**src/rtl/note_player_pkg.sv**
```systemverilog
// rtl/note_player_pkg.sv - shared note constants, FSM state type and note-word decode
//
// Purpose: note half-periods at 100 MHz, octave codes, player FSM states and
//          the note-word to half-period decode used by note_player.
// Ports:   none (package).

package note_player_pkg;

  localparam int NOTE_WORD_W = 10;
  localparam int HP_WIDTH    = 20;

  // Mid-octave half-periods in 100 MHz clock cycles.
  localparam logic [HP_WIDTH-1:0] NOTE_HP_DO  = 20'd191110;
  localparam logic [HP_WIDTH-1:0] NOTE_HP_RE  = 20'd170265;
  localparam logic [HP_WIDTH-1:0] NOTE_HP_MI  = 20'd151685;
  localparam logic [HP_WIDTH-1:0] NOTE_HP_FA  = 20'd143172;
  localparam logic [HP_WIDTH-1:0] NOTE_HP_SOL = 20'd127551;
  localparam logic [HP_WIDTH-1:0] NOTE_HP_LA  = 20'd113636;
  localparam logic [HP_WIDTH-1:0] NOTE_HP_SI  = 20'd101239;

  typedef enum logic [1:0] {
    OCT_MID     = 2'b00,
    OCT_HIGH    = 2'b01,
    OCT_LOW     = 2'b10,
    OCT_ALT_MID = 2'b11
  } octave_e;

  typedef enum logic [2:0] {
    ST_IDLE   = 3'd0,
    ST_REWIND = 3'd1,
    ST_REQ    = 3'd2,
    ST_WAIT   = 3'd3,
    ST_PLAY   = 3'd4,
    ST_GAP    = 3'd5
  } state_e;

  // Note word: [9:8] octave, [7:1] one-hot do..si, [0] reserved.
  // Returns 0 for a rest; the caller gates the tone on word[7:1] anyway.
  function automatic logic [HP_WIDTH-1:0] note_half_period(input logic [NOTE_WORD_W-1:0] word);
    logic [HP_WIDTH-1:0] base;
    base = '0;
    // Scanned from the top down so the lowest set note bit is assigned last and wins.
    if (word[7]) base = NOTE_HP_SI;
    if (word[6]) base = NOTE_HP_LA;
    if (word[5]) base = NOTE_HP_SOL;
    if (word[4]) base = NOTE_HP_FA;
    if (word[3]) base = NOTE_HP_MI;
    if (word[2]) base = NOTE_HP_RE;
    if (word[1]) base = NOTE_HP_DO;
    case (word[9:8])
      OCT_HIGH: base = base >> 1;
      // Largest low-octave value (do) is 382220, still inside 20 bits.
      OCT_LOW:  base = base << 1;
      default:  base = base;
    endcase
    return base;
  endfunction

endpackage

```
**src/rtl/note_player_tone_gen.sv**
```systemverilog
// rtl/note_player_tone_gen.sv - square-wave generator driven by a half-period count
//
// Purpose: while en is high, toggles the wave every half_period cycles; while en
//          is low, the counter and the wave are held at 0.
// Ports:
//   clk          in   1   system clock
//   rst_n        in   1   asynchronous active-low reset
//   en           in   1   tone enable
//   half_period  in   20  cycles per half wave
//   wave         out  1   square wave, forced low whenever en is low

module tone_gen
  import note_player_pkg::*;
(
  input  logic                clk,
  input  logic                rst_n,
  input  logic                en,
  input  logic [HP_WIDTH-1:0] half_period,
  output logic                wave
);

  logic [HP_WIDTH-1:0] cnt_q;
  logic                wave_q;
  logic                at_end;

  // Compare one bit wider so a half_period of 0 or 1 toggles every cycle
  // instead of wrapping.
  assign at_end = ({1'b0, cnt_q} + 21'd1) >= {1'b0, half_period};

  always_ff @(posedge clk or negedge rst_n) begin
    if (!rst_n) begin
      cnt_q  <= '0;
      wave_q <= 1'b0;
    end else if (!en) begin
      cnt_q  <= '0;
      wave_q <= 1'b0;
    end else if (at_end) begin
      cnt_q  <= '0;
      wave_q <= ~wave_q;
    end else begin
      cnt_q  <= cnt_q + 20'd1;
    end
  end

  // Gated so silence is immediate when the note ends, not one cycle later.
  assign wave = en & wave_q;

endmodule

```
**src/rtl/note_player.sv**
```systemverilog
// rtl/note_player.sv - plays a song from a note memory onto a buzzer
//
// Purpose: rewinds the note memory, fetches one note at a time, sounds it for
//          NOTE_CYCLES, stays silent for GAP_CYCLES, and repeats until the
//          memory runs out (done) or stop aborts playback.
// Ports:
//   clk           in   1   system clock
//   rst_n         in   1   asynchronous active-low reset
//   start         in   1   begin playback from the first note (ignored while playing)
//   stop          in   1   abort playback
//   read_en       out  1   fetch request to the note memory
//   read_rst      out  1   rewind of the memory read pointer
//   data_in       in   10  note word, valid the cycle after read_en
//   output_ready  in   1   memory has a note, sampled the cycle after read_en
//   buzzer        out  1   square-wave audio
//   playing       out  1   high in every state except idle
//   done          out  1   pulse on natural end of song
//   cur_note      out  10  note word currently held

module note_player
  import note_player_pkg::*;
#(
  parameter int          DATA_WIDTH  = NOTE_WORD_W,
  parameter int unsigned NOTE_CYCLES = 25_000_000,
  parameter int unsigned GAP_CYCLES  = 2_500_000,
  parameter int unsigned TONE_SHIFT  = 0
) (
  input  logic                  clk,
  input  logic                  rst_n,
  input  logic                  start,
  input  logic                  stop,
  output logic                  read_en,
  output logic                  read_rst,
  input  logic [DATA_WIDTH-1:0] data_in,
  input  logic                  output_ready,
  output logic                  buzzer,
  output logic                  playing,
  output logic                  done,
  output logic [DATA_WIDTH-1:0] cur_note
);

  localparam logic [31:0] NOTE_LOAD = 32'(NOTE_CYCLES - 1);
  localparam logic [31:0] GAP_LOAD  = 32'(GAP_CYCLES - 1);

  state_e                state_q, state_d;
  logic [31:0]           cnt_q, cnt_d;
  logic [DATA_WIDTH-1:0] cur_note_q, cur_note_d;
  logic                  read_en_q, read_en_d;
  logic                  read_rst_q, read_rst_d;
  logic                  done_q, done_d;

  logic                  tone_en;
  logic [HP_WIDTH-1:0]   half_period;

  // read_rst, read_en and done are registered from the next state so a stop
  // can issue its rewind pulse in the same cycle the FSM lands in idle.
  always_ff @(posedge clk or negedge rst_n) begin
    if (!rst_n) begin
      state_q    <= ST_IDLE;
      cnt_q      <= '0;
      cur_note_q <= '0;
      read_en_q  <= 1'b0;
      read_rst_q <= 1'b0;
      done_q     <= 1'b0;
    end else begin
      state_q    <= state_d;
      cnt_q      <= cnt_d;
      cur_note_q <= cur_note_d;
      read_en_q  <= read_en_d;
      read_rst_q <= read_rst_d;
      done_q     <= done_d;
    end
  end

  always_comb begin
    state_d    = state_q;
    cnt_d      = cnt_q;
    cur_note_d = cur_note_q;
    read_en_d  = 1'b0;
    read_rst_d = 1'b0;
    done_d     = 1'b0;

    if (stop && state_q != ST_IDLE) begin
      // Abort: silence, forget the note and rewind the memory. No done pulse.
      state_d    = ST_IDLE;
      cnt_d      = '0;
      cur_note_d = '0;
      read_rst_d = 1'b1;
    end else begin
      case (state_q)
        ST_IDLE: begin
          if (start && !stop) state_d = ST_REWIND;
        end
        ST_REWIND: state_d = ST_REQ;
        ST_REQ:    state_d = ST_WAIT;
        ST_WAIT: begin
          if (output_ready) begin
            cur_note_d = data_in;
            cnt_d      = NOTE_LOAD;
            state_d    = ST_PLAY;
          end else begin
            cur_note_d = '0;
            done_d     = 1'b1;
            state_d    = ST_IDLE;
          end
        end
        ST_PLAY: begin
          if (cnt_q == '0) begin
            if (GAP_CYCLES == 0) begin
              state_d = ST_REQ;
            end else begin
              cnt_d   = GAP_LOAD;
              state_d = ST_GAP;
            end
          end else begin
            cnt_d = cnt_q - 32'd1;
          end
        end
        ST_GAP: begin
          if (cnt_q == '0) state_d = ST_REQ;
          else             cnt_d   = cnt_q - 32'd1;
        end
        default: state_d = ST_IDLE;
      endcase
    end

    read_en_d  = (state_d == ST_REQ);
    read_rst_d = read_rst_d | (state_d == ST_REWIND);
  end

  // A rest (no note bit set) keeps the tone generator disabled for the beat.
  assign tone_en     = (state_q == ST_PLAY) && (cur_note_q[7:1] != 7'd0);
  assign half_period = note_half_period(cur_note_q[NOTE_WORD_W-1:0]) >> TONE_SHIFT;

  tone_gen u_tone_gen (
    .clk         (clk),
    .rst_n       (rst_n),
    .en          (tone_en),
    .half_period (half_period),
    .wave        (buzzer)
  );

  assign read_en  = read_en_q;
  assign read_rst = read_rst_q;
  assign done     = done_q;
  assign playing  = (state_q != ST_IDLE);
  assign cur_note = cur_note_q;

endmodule

```
**config.mk**
```make
export PLATFORM = sky130hd
export DESIGN_NAME = note_player
export DESIGN_NICKNAME = d
export VERILOG_FILES = /design/src/rtl/note_player_pkg.sv /design/src/rtl/note_player_tone_gen.sv /design/src/rtl/note_player.sv
export SDC_FILE = /design/constraint.sdc
export NUM_CORES = 1
export LEC_CHECK = 0
export CAP_MARGIN = 20
export CORE_ASPECT_RATIO = 0.9
export CORE_MARGIN = 2
export CORE_UTILIZATION = 60
export DETAILED_ROUTE_END_ITERATION = 10
export GPL_TIMING_DRIVEN = 1
export PLACE_DENSITY = 0.82
export SYNTH_ARGS = -nofsm -noshare
export SYNTH_HDL_FRONTEND = slang
export SYNTH_SLANG_ARGS = --single-unit
```
**constraint.sdc**
```tcl
create_clock -name clk -period 3.98 [get_ports clk]
set_input_delay 1.194 -clock clk [delete_from_list [all_inputs] [get_ports clk]]
set_output_delay 1.194 -clock clk [all_outputs]
set_load 0.005 [all_outputs]
```
# After elaboration in Yosys (flattened, before gate mapping)
# Index checks and enable logic that the tools add are counted.
[totals]
word_cells = 68
ff_bits = 69
output_inout_bits = 15
[classes]
magnitude_cmp = 1
bitwise_logic = 3
n_mux = 30
add_sub_neg = 3
eq_ne = 12
n_reduce_logical = 11
[op_table]
columns = ["cell", "n"]
rows = [
  ["$mux 32", 4],
  ["$pmux 32 s3", 1],
  ["$mux 20", 4],
  ["$mux 17", 3],
  ["$pmux 20 s2", 1],
  ["$mux 18", 2],
  ["$logic_not 32->1", 1],
  ["$sub 32x1->32 const B", 1],
  ["$mux 10", 3],
  ["$add 20x1->21 const B", 1],
  ["$ge 21x20->1", 1],
  ["$add 20x1->20 const B", 1],
  ["$pmux 3 s6", 1],
  ["$mux 3", 5],
  ["$eq 3x2->1 const B", 3],
  ["$reduce_bool 7->1", 1],
  ["$eq 3x1->1 const B", 2],
  ["$eq 3x3->1 const B", 2],
  ["$mux 1", 6],
  ["$ne 3x3->1 const B", 2],
  ["$reduce_bool 4->1", 1],
  ["$logic_and 1x1->1", 3],
  ["$logic_not 3->1", 1],
  ["$reduce_and 3->1", 1],
  ["9 further kinds", 9],
]

# Longest topological paths before layout
# Gate-level depths: netlist of the first run.
[depth]
ltp_word = 11
mapped_depth = 15
depth_no_buf = 13

# Cells and area by module
# Synthesis of the first run repeated with hierarchy kept, for this count alone.
[unflattened]
hier_cells = 569
area_unflattened_um2 = 4957.3
[by_module_without_submodules]
columns = ["module", "instances", "cells_per_inst", "seq_area_each_um2", "area_per_inst_um2"]
rows = [
  ["note_player", 1, 400, 1201.2, 3337.0],
  ["tone_gen", 1, 169, 525.5, 1620.3],
]

# Least setup slack after synthesis of the first run
# OpenSTA, ideal clock, no wires.
[synth_path]
kind = "reg2reg"
from = "reg cur_note_q[8] (netlist: cur_note[8])"
to = "reg u_tone_gen.wave_q"
stages_incl_launch_ff = 15
path_buffers = 4
setup_time_ns = 0.125
t_arrival_ns = 3.047
synth_period_minus_slack_ns = 3.172
path_slack_ns = 0.808
cell_sequence = "dfrtp_1 inv_1 ha_1 clkbuf_1 clkbuf_1 clkbuf_1 a21oi_1 ha_1 nand4_1 nor3_1 o211ai_1 o211ai_1 o21bai_1 buf_2 mux2_2"
[synth_between]
elab_chain_cells = 4
word_cells_on_any_way = 5
[synth_lines]
columns = ["element", "line_no", "text"]
rows = [
  ["start, declared", "note_player.sv:47", "logic [DATA_WIDTH-1:0] cur_note_q, cur_note_d;"],
  ["start signal, assigned", "note_player.sv:68", "cur_note_q <= cur_note_d;"],
  ["$eq 2x2->1 / $eq 2x1->1 (equally long branches)", "note_player_pkg.sv:50", "case (word[9:8])"],
  ["$pmux 20 s2 *", "note_player_pkg.sv:50", ""],
  ["$ge 21x20->1 *", "note_player_tone_gen.sv:28", "assign at_end = ({1'b0, cnt_q} + 21'd1) >= {1'b0, half_period};"],
  ["$ne 2x2->1 (no line) *", "n/a", ""],
  ["end signal, assigned", "note_player_tone_gen.sv:39", "wave_q <= ~wave_q;"],
  ["end, declared", "note_player_tone_gen.sv:23", "logic wave_q;"],
]
# Every way passes the cells marked *; elsewhere a longest branch is shown, timed or not.
# A chain may end at the register's enable or synchronous reset.

# Final worst setup path of the first run
[layout_path]
from = "reg cur_note_q[1] (netlist: cur_note[1])"
to = "out buzzer"
[layout_between]
elab_chain_cells = 3
[layout_lines]
columns = ["element", "line_no", "text"]
rows = [
  ["$reduce_bool 7->1", "note_player.sv:132", "assign tone_en = (state_q == ST_PLAY) && (cur_note_q[7:1] != 7'd0);"],
  ["$logic_and 1x1->1", "note_player.sv:132", ""],
  ["$and 1x1->1", "note_player_tone_gen.sv:46", "assign wave = en & wave_q;"],
  ["end, declared", "note_player.sv:36", "output logic buzzer,"],
]
# Every way passes these cells.

==> results of run 1 <==
## through the flow
step	instance area [sq um]	setup slack, ns	power, mW	instances	util
floorplan	4630	0.808	1.69	546	-
global placement	4970	0.569	1.95	648	0.663
detailed placement	4970	0.477	1.96	648	0.663
CTS	5220	0.273	2.67	664	0.695
global route	5220	0.126	2.86	664	0.695
finish	5220	0.265	2.69	664	0.695
## metal layers
metal,vias up,part of all wire,GRT usage
met2,135,0.45,0.436
met3,16,0.055,0.0578
met5,-,0,0
met4,0,0.013,0.0832
met1,2046,0.49,0.413
li1,2027,-,-
## power breakdown
group          switching, mW  total [mW]  leakage, nW  internal [mW]
combinational          0.701        1.10         1.25          0.403
clock                  0.277       0.697        0.126          0.421
sequential             0.107       0.891        0.948          0.784
## kinds of logic after synthesis
logic type                 count (synthesis)  share of synthesized area
DFF                                       69                      0.373
and+or+nand+nor                          217                      0.241
buffers and inverters                     49                     0.0429
muxes                                      2                    0.00459
xor gates and xnor gates                  25                     0.0473
adders and majority gates                 23                     0.0621
AOI/OAI and AO/OA                        160                      0.229
other                                      1                   0.000810
## cell type report
type / count / area share
clock inverters: 3 / 0.0125
repair buffers: 38 / 0.0676
well taps: 96 / 0.0230
inverters: 17 / 0.0122
multi-input cells: 428 / 0.520
flip-flops and latches: 69 / 0.331
clock buffers: 13 / 0.0343
## layout by cell type (no fill, tap or decap), drive strengths merged, types with 8 or more instances in the layout
| master | Yosys | final |
|---|---|---|
| a21oi | 45 | 45 |
| clkdlybuf4s50 | 0 | 28 |
| o21ai | 39 | 39 |
| nand2 | 40 | 40 |
| nor2 | 60 | 60 |
| nand2b | 8 | 8 |
| ha | 23 | 23 |
| or4 | 10 | 10 |
| nor3 | 22 | 22 |
| nand3 | 18 | 18 |
| dfrtp | 69 | 69 |
| nor4 | 12 | 12 |
| a21o | 10 | 10 |
| clkbuf | 25 | 13 |
| inv | 17 | 17 |
| a22o | 14 | 14 |
| o31ai | 8 | 8 |
| xnor2 | 10 | 10 |
| nand4 | 10 | 10 |
| a22oi | 14 | 14 |
| xor2 | 15 | 15 |
| nor2b | 20 | 20 |
| buf | 7 | 10 |
## how the worst max path moves through the flow
| stage | end | slack, ns | from | depth (start not counted) |
|---|---|---|---|---|
| 5_1_grt | buzzer | 0.13 | cur_note[1] | 4 |
| 4_1_cts | buzzer | 0.27 | cur_note[1] | 4 |
| 2_1_floorplan | u_tone_gen.wave_q | 0.81 | cur_note[8] | 14 |
| 6_report | buzzer | 0.27 | cur_note[1] | 4 |
| 3_5_place_dp | cnt_q[20] | 0.48 | stop | 7 |
| 3_3_place_gp | cnt_q[16] | 0.57 | stop | 7 |
## registers in the layout (all words and copies together) (netlist names)
name / cells
cur_note: 10
u_tone_gen.cnt_q: 20
u_tone_gen.wave_q: 1
read_rst: 1
state_q: 3
done: 1
read_en: 1
cnt_q: 32
## critical path: stages (launching register included)
cell and delay (ns):
dfrtp_1 0.52, or4_1 0.72, o41ai_1 0.38, nor2_1 0.08
clkdlybuf4s50_1 0.47
==> out/metrics.cfg, run 1 <==
[run_status]
outcome = finished, final reports clean

[clock_network]
cts_root_buf = clkbuf_8
post-cts-setup-buffer-count = 0
clock_latency_ns = 0.35
cts_hold_buf = 0
cts-htree-levels = 3
cts_buffer_depth = 2
numCtsBuffers = 9
cts_resized = 0
clkTransAtPathRegs_ns = 0.08
cts_tree = done
cts_sinks = 69

[yosys]
yosysMostFrequentCell = dfrtp_1
yosysTopAreaCell = dfrtp_1
synth.area.top_cells = dfrtp_1 (37%), ha_1 (6.2%), nor2_1 (4.9%), a21oi_1 (4.5%), o21ai_0 (4.0%)
synth.top_cell.area_share = 0.373
synth.distinct_cells = 59
synthFlopType = dfrtp_1
synth.top_cells.by_count = dfrtp_1 (69), nor2_1 (60), a21oi_1 (42)
ys_seq_elements = 69
synth_edf_count = 0
synth_seq_area_share = 0.373
syn_area_sq_mm = 0.00463
syn_area_per_cell_sq_um = 8.48
yosysWarnings = 0
ys_async_sr_fraction = 1.00
syn_inst = 546
synthesis.nets = 584

[timing]
whs_ns = 0.505
finalMaxSlewViolations = 0
rsz0062_at_grt = false
tightest_slew_ns = 0.808
hold_viol_final = 0
finalCritPeriodShare = 0.933
period_needed_ns = 3.71
max-slew-margin-rel = 0.456
fmax_ghz = 0.269
finalSetupViolations = 0
fin_setup_tns_ns = 0
finalClockSkew_ns = 0.00789

[global_routing]
antenna_found_initial = 0
grt_pass1_vias = 3995
grt_max_degree = 31
overflow = 0
grt_pass1_wl_um = 19600
track_usage = 0.285

[hold_path]
min_from = cur_note[0]
hold_end = cur_note[0]
hold_path_class = reg -> reg
hold_path_depth = 1

[floorplanning]
fp.coreArea_sq_mm = 0.00751
rows = 30
die_w_um = 96.6
die_y_um = 87.4
die_area_sq_mm = 0.00844
ios = 30
start_util = 0.617

[pwr]
ir_drop_mv = 0.392
p_per_area_mw_per_mm2 = 516
p_leak_nw = 2.33

[critical_path]
critPathMaxFanout = 13
cp.arrival_ns = 2.52
startpoint_type = flip-flop
rrSetupSlack_ns = 0.60
setup.worst_path.end_class = primary output
crit_type = reg -> out
r2r-start = cur_note[3]
r2r_cells = 14
cp_data_required_time_ns = 2.79
r2r-end = u_tone_gen.cnt_q[7]

[routing]
firstDrtPassIters = 5
drc = 0
viasPerCell = 6.36
drtIter0Drc = 355
wl_per_cell_um = 17.4
vias = 4224
ant_nets = 0
finalWirelength_um = 11600

[run]
cap_violations = 0

[layout]
num-nets-final = 601
multi_input_area_sq_mm = 0.00271
fillers = 624
ff_latch_area_sq_mm = 0.00173
drive_gt1_frac = 0.0704
syn_to_final_growth_pct = 12.7
n_antenna_cell = 0

[placement]
io_buffer_count = 29
place_hpwl_um = 8340
globalplace.congestion = 0.938

Note: power is estimated with default switching activity, not from simulation.
==> inputs of run 2 (changes only) <==
ABC_AREA = 1   (was not set)
CORE_UTILIZATION = 61   (was 60)
==> run 2 against run 1 <==
Global-route usage increased by 0.64 points. Non-clock buffer count fell by 6. Synthesized cell count up 40%. Wire length rose by 7.4%. Critical endpoint unchanged.
==> out/metrics.cfg, run 2 <==
[routing]
ant_nets = 0
drtIter0Drc = 265
firstDrtPassIters = 5
vias = 4948
viasPerCell = 5.49
wl_per_cell_um = 13.8
finalWirelength_um = 12400
drc = 0

[yosys]
ys_async_sr_fraction = 1.00
synthFlopType = dfrtp_1
yosysMostFrequentCell = nand2_1
ys_seq_elements = 69
syn_inst = 765
synth.distinct_cells = 38
synthesis.nets = 803
syn_area_per_cell_sq_um = 6.68
syn_area_sq_mm = 0.00511
synth.top_cells.by_count = nand2_1 (208), nor2_1 (122), inv_1 (116)
yosysWarnings = 0
synth.area.top_cells = dfrtp_1 (34%), nand2_1 (15%), nor2_1 (9.0%), inv_1 (8.5%), ha_1 (5.6%)
synth.top_cell.area_share = 0.338
synth_edf_count = 0
yosysTopAreaCell = dfrtp_1
synth_seq_area_share = 0.338

[layout]
final_cells = 901
largest_register_ffs = 32
top_register = cnt_q
final_core_util = 0.697
num-nets-final = 835
syn_to_final_growth_pct = 10.6
fillers = 697
drive_gt1_frac = 0.0524
n_antenna_cell = 0
fin_area_sq_mm = 0.00565
layout.cells.most_common_list = nand2_1 (208), nor2_1 (122), inv_1 (116)
layout.cells.most_common = nand2_1

[global_routing]
track_usage = 0.291
overflow = 0
grt_max_degree = 38
grt_pass1_wl_um = 21800
antenna_found_initial = 0
grt_pass1_vias = 4842

[critical_path]
startpoint_type = flip-flop
r2r_cells = 17
cp.arrival_ns = 2.32
rrSetupSlack_ns = 0.48
r2r-end = u_tone_gen.cnt_q[7]
cp_data_required_time_ns = 2.79
crit_type = reg -> out
critPathMaxFanout = 11
crit_path_end = buzzer
setup.worst_path.end_class = primary output
r2r-start = cur_note[8]
crit_start = cur_note[1]

[floorplanning]
rows = 31
die_area_sq_mm = 0.00912
ios = 30
start_util = 0.630
die_y_um = 90.8
die_w_um = 100
fp.coreArea_sq_mm = 0.00811

[timing]
hold_viol_final = 0
whs_ns = 0.481
tightest_slew_ns = 0.808
rsz0062_at_grt = false
setup_slack_ns = 0.461
finalMaxSlewViolations = 0
max-slew-margin-rel = 0.462
finalCritPeriodShare = 0.884
finalSetupViolations = 0
fmax_ghz = 0.284
finalClockSkew_ns = 0.0124
period_needed_ns = 3.52
fin_setup_tns_ns = 0

[pwr]
p_per_area_mw_per_mm2 = 495
total_power_mw = 2.80
p_leak_nw = 2.90
ir_drop_mv = 0.418

[clock_network]
cts_root_buf = clkbuf_8
cts_tree = done
clkTransAtPathRegs_ns = 0.08
cts_sinks = 69
cts_buffer_depth = 2
clock_latency_ns = 0.34
cts_resized = 0
post-cts-setup-buffer-count = 0
cts-htree-levels = 3
numCtsBuffers = 9
cts_hold_buf = 0

[placement]
pre_cts_slack_ns = 0.419
globalplace.congestion = 0.961
place_hpwl_um = 9400
dpl_cell_area_sq_mm = 0.00548
dp.cells = 885
io_buffer_count = 29

[hold_path]
hold_path_class = reg -> reg

[run]
cap_violations = 0

[run_status]
outcome = finished, final reports clean

-- run 2: cell count changes after synthesis, moves of 9 or more --
cell / delta
a21oi_1: -20
a22o_1: -14
a22oi_1: -14
clkbuf_1: -20
inv_1: +100
nand2_1: +168
nand3_1: +22
nor2_1: +62
nor2b_1: -20
nor3_1: -15
o22ai_1: +20
or4_1: -9
-- run 2: critical path, stage by stage, from the launching register on --
cell	delay, ns
dfrtp_1	0.47
inv_1	0.21
nand2_1	0.19
nor2_1	0.10
a21oi_1	0.29
inv_1	0.11
nor2_1	0.11
clkdlybuf4s50_1	0.50
-- run 2: routing by layer --
layer	vias up	track usage	part of all wire
met5	-	0	0
met4	0	0.106	0.029
met3	36	0.0526	0.054
met2	179	0.492	0.49
met1	2255	0.371	0.42
li1	2478	-	-
-- run 2: report_power, final --
| part | switching, mW | total [mW] | internal (mW) |
|---|---|---|---|
| combinational | 0.883 | 1.30 | 0.419 |
| clock | 0.271 | 0.516 | 0.244 |
| sequential | 0.146 | 0.979 | 0.833 |
| total | 1.30 | 2.80 | 1.50 |
-- run 2: layout make-up --
class                      instances  area, sq um  share of cell area
tap                               99          124              0.0219
inverter                         120          450              0.0797
multi-input combinational        565         2850               0.505
clock buffer                      11          141              0.0250
sequential                        69         1730               0.306
timing repair buffer              32          320              0.0567
clock inverter                     5         35.0             0.00620
-- run 2: how the worst min path moves through the flow --
stage | start | end | slack [ns] | depth (start not counted)
after global placement | cnt_q[1] | cnt_q[1] | 0.46 | 2
after global routing | cnt_q[1] | cnt_q[1] | 0.53 | 2
after CTS | cnt_q[0] | cnt_q[0] | 0.49 | 2
after floorplan | cnt_q[0] | cnt_q[0] | 0.45 | 2
after detailed placement | cnt_q[0] | cnt_q[0] | 0.47 | 2
final | cnt_q[0] | cnt_q[0] | 0.48 | 2
-- run 2: cells by family (layout without fill, tap and decap cells) --
family          Yosys count  after routing  synth area share
flops                    69             69             0.338
buf+inv                 131            168             0.103
compound gates           93             93             0.101
xor+xnor                 31             31            0.0531
other cells               1              1          0.000734
simple gates            417            417             0.348
fa+ha+maj                23             23            0.0563
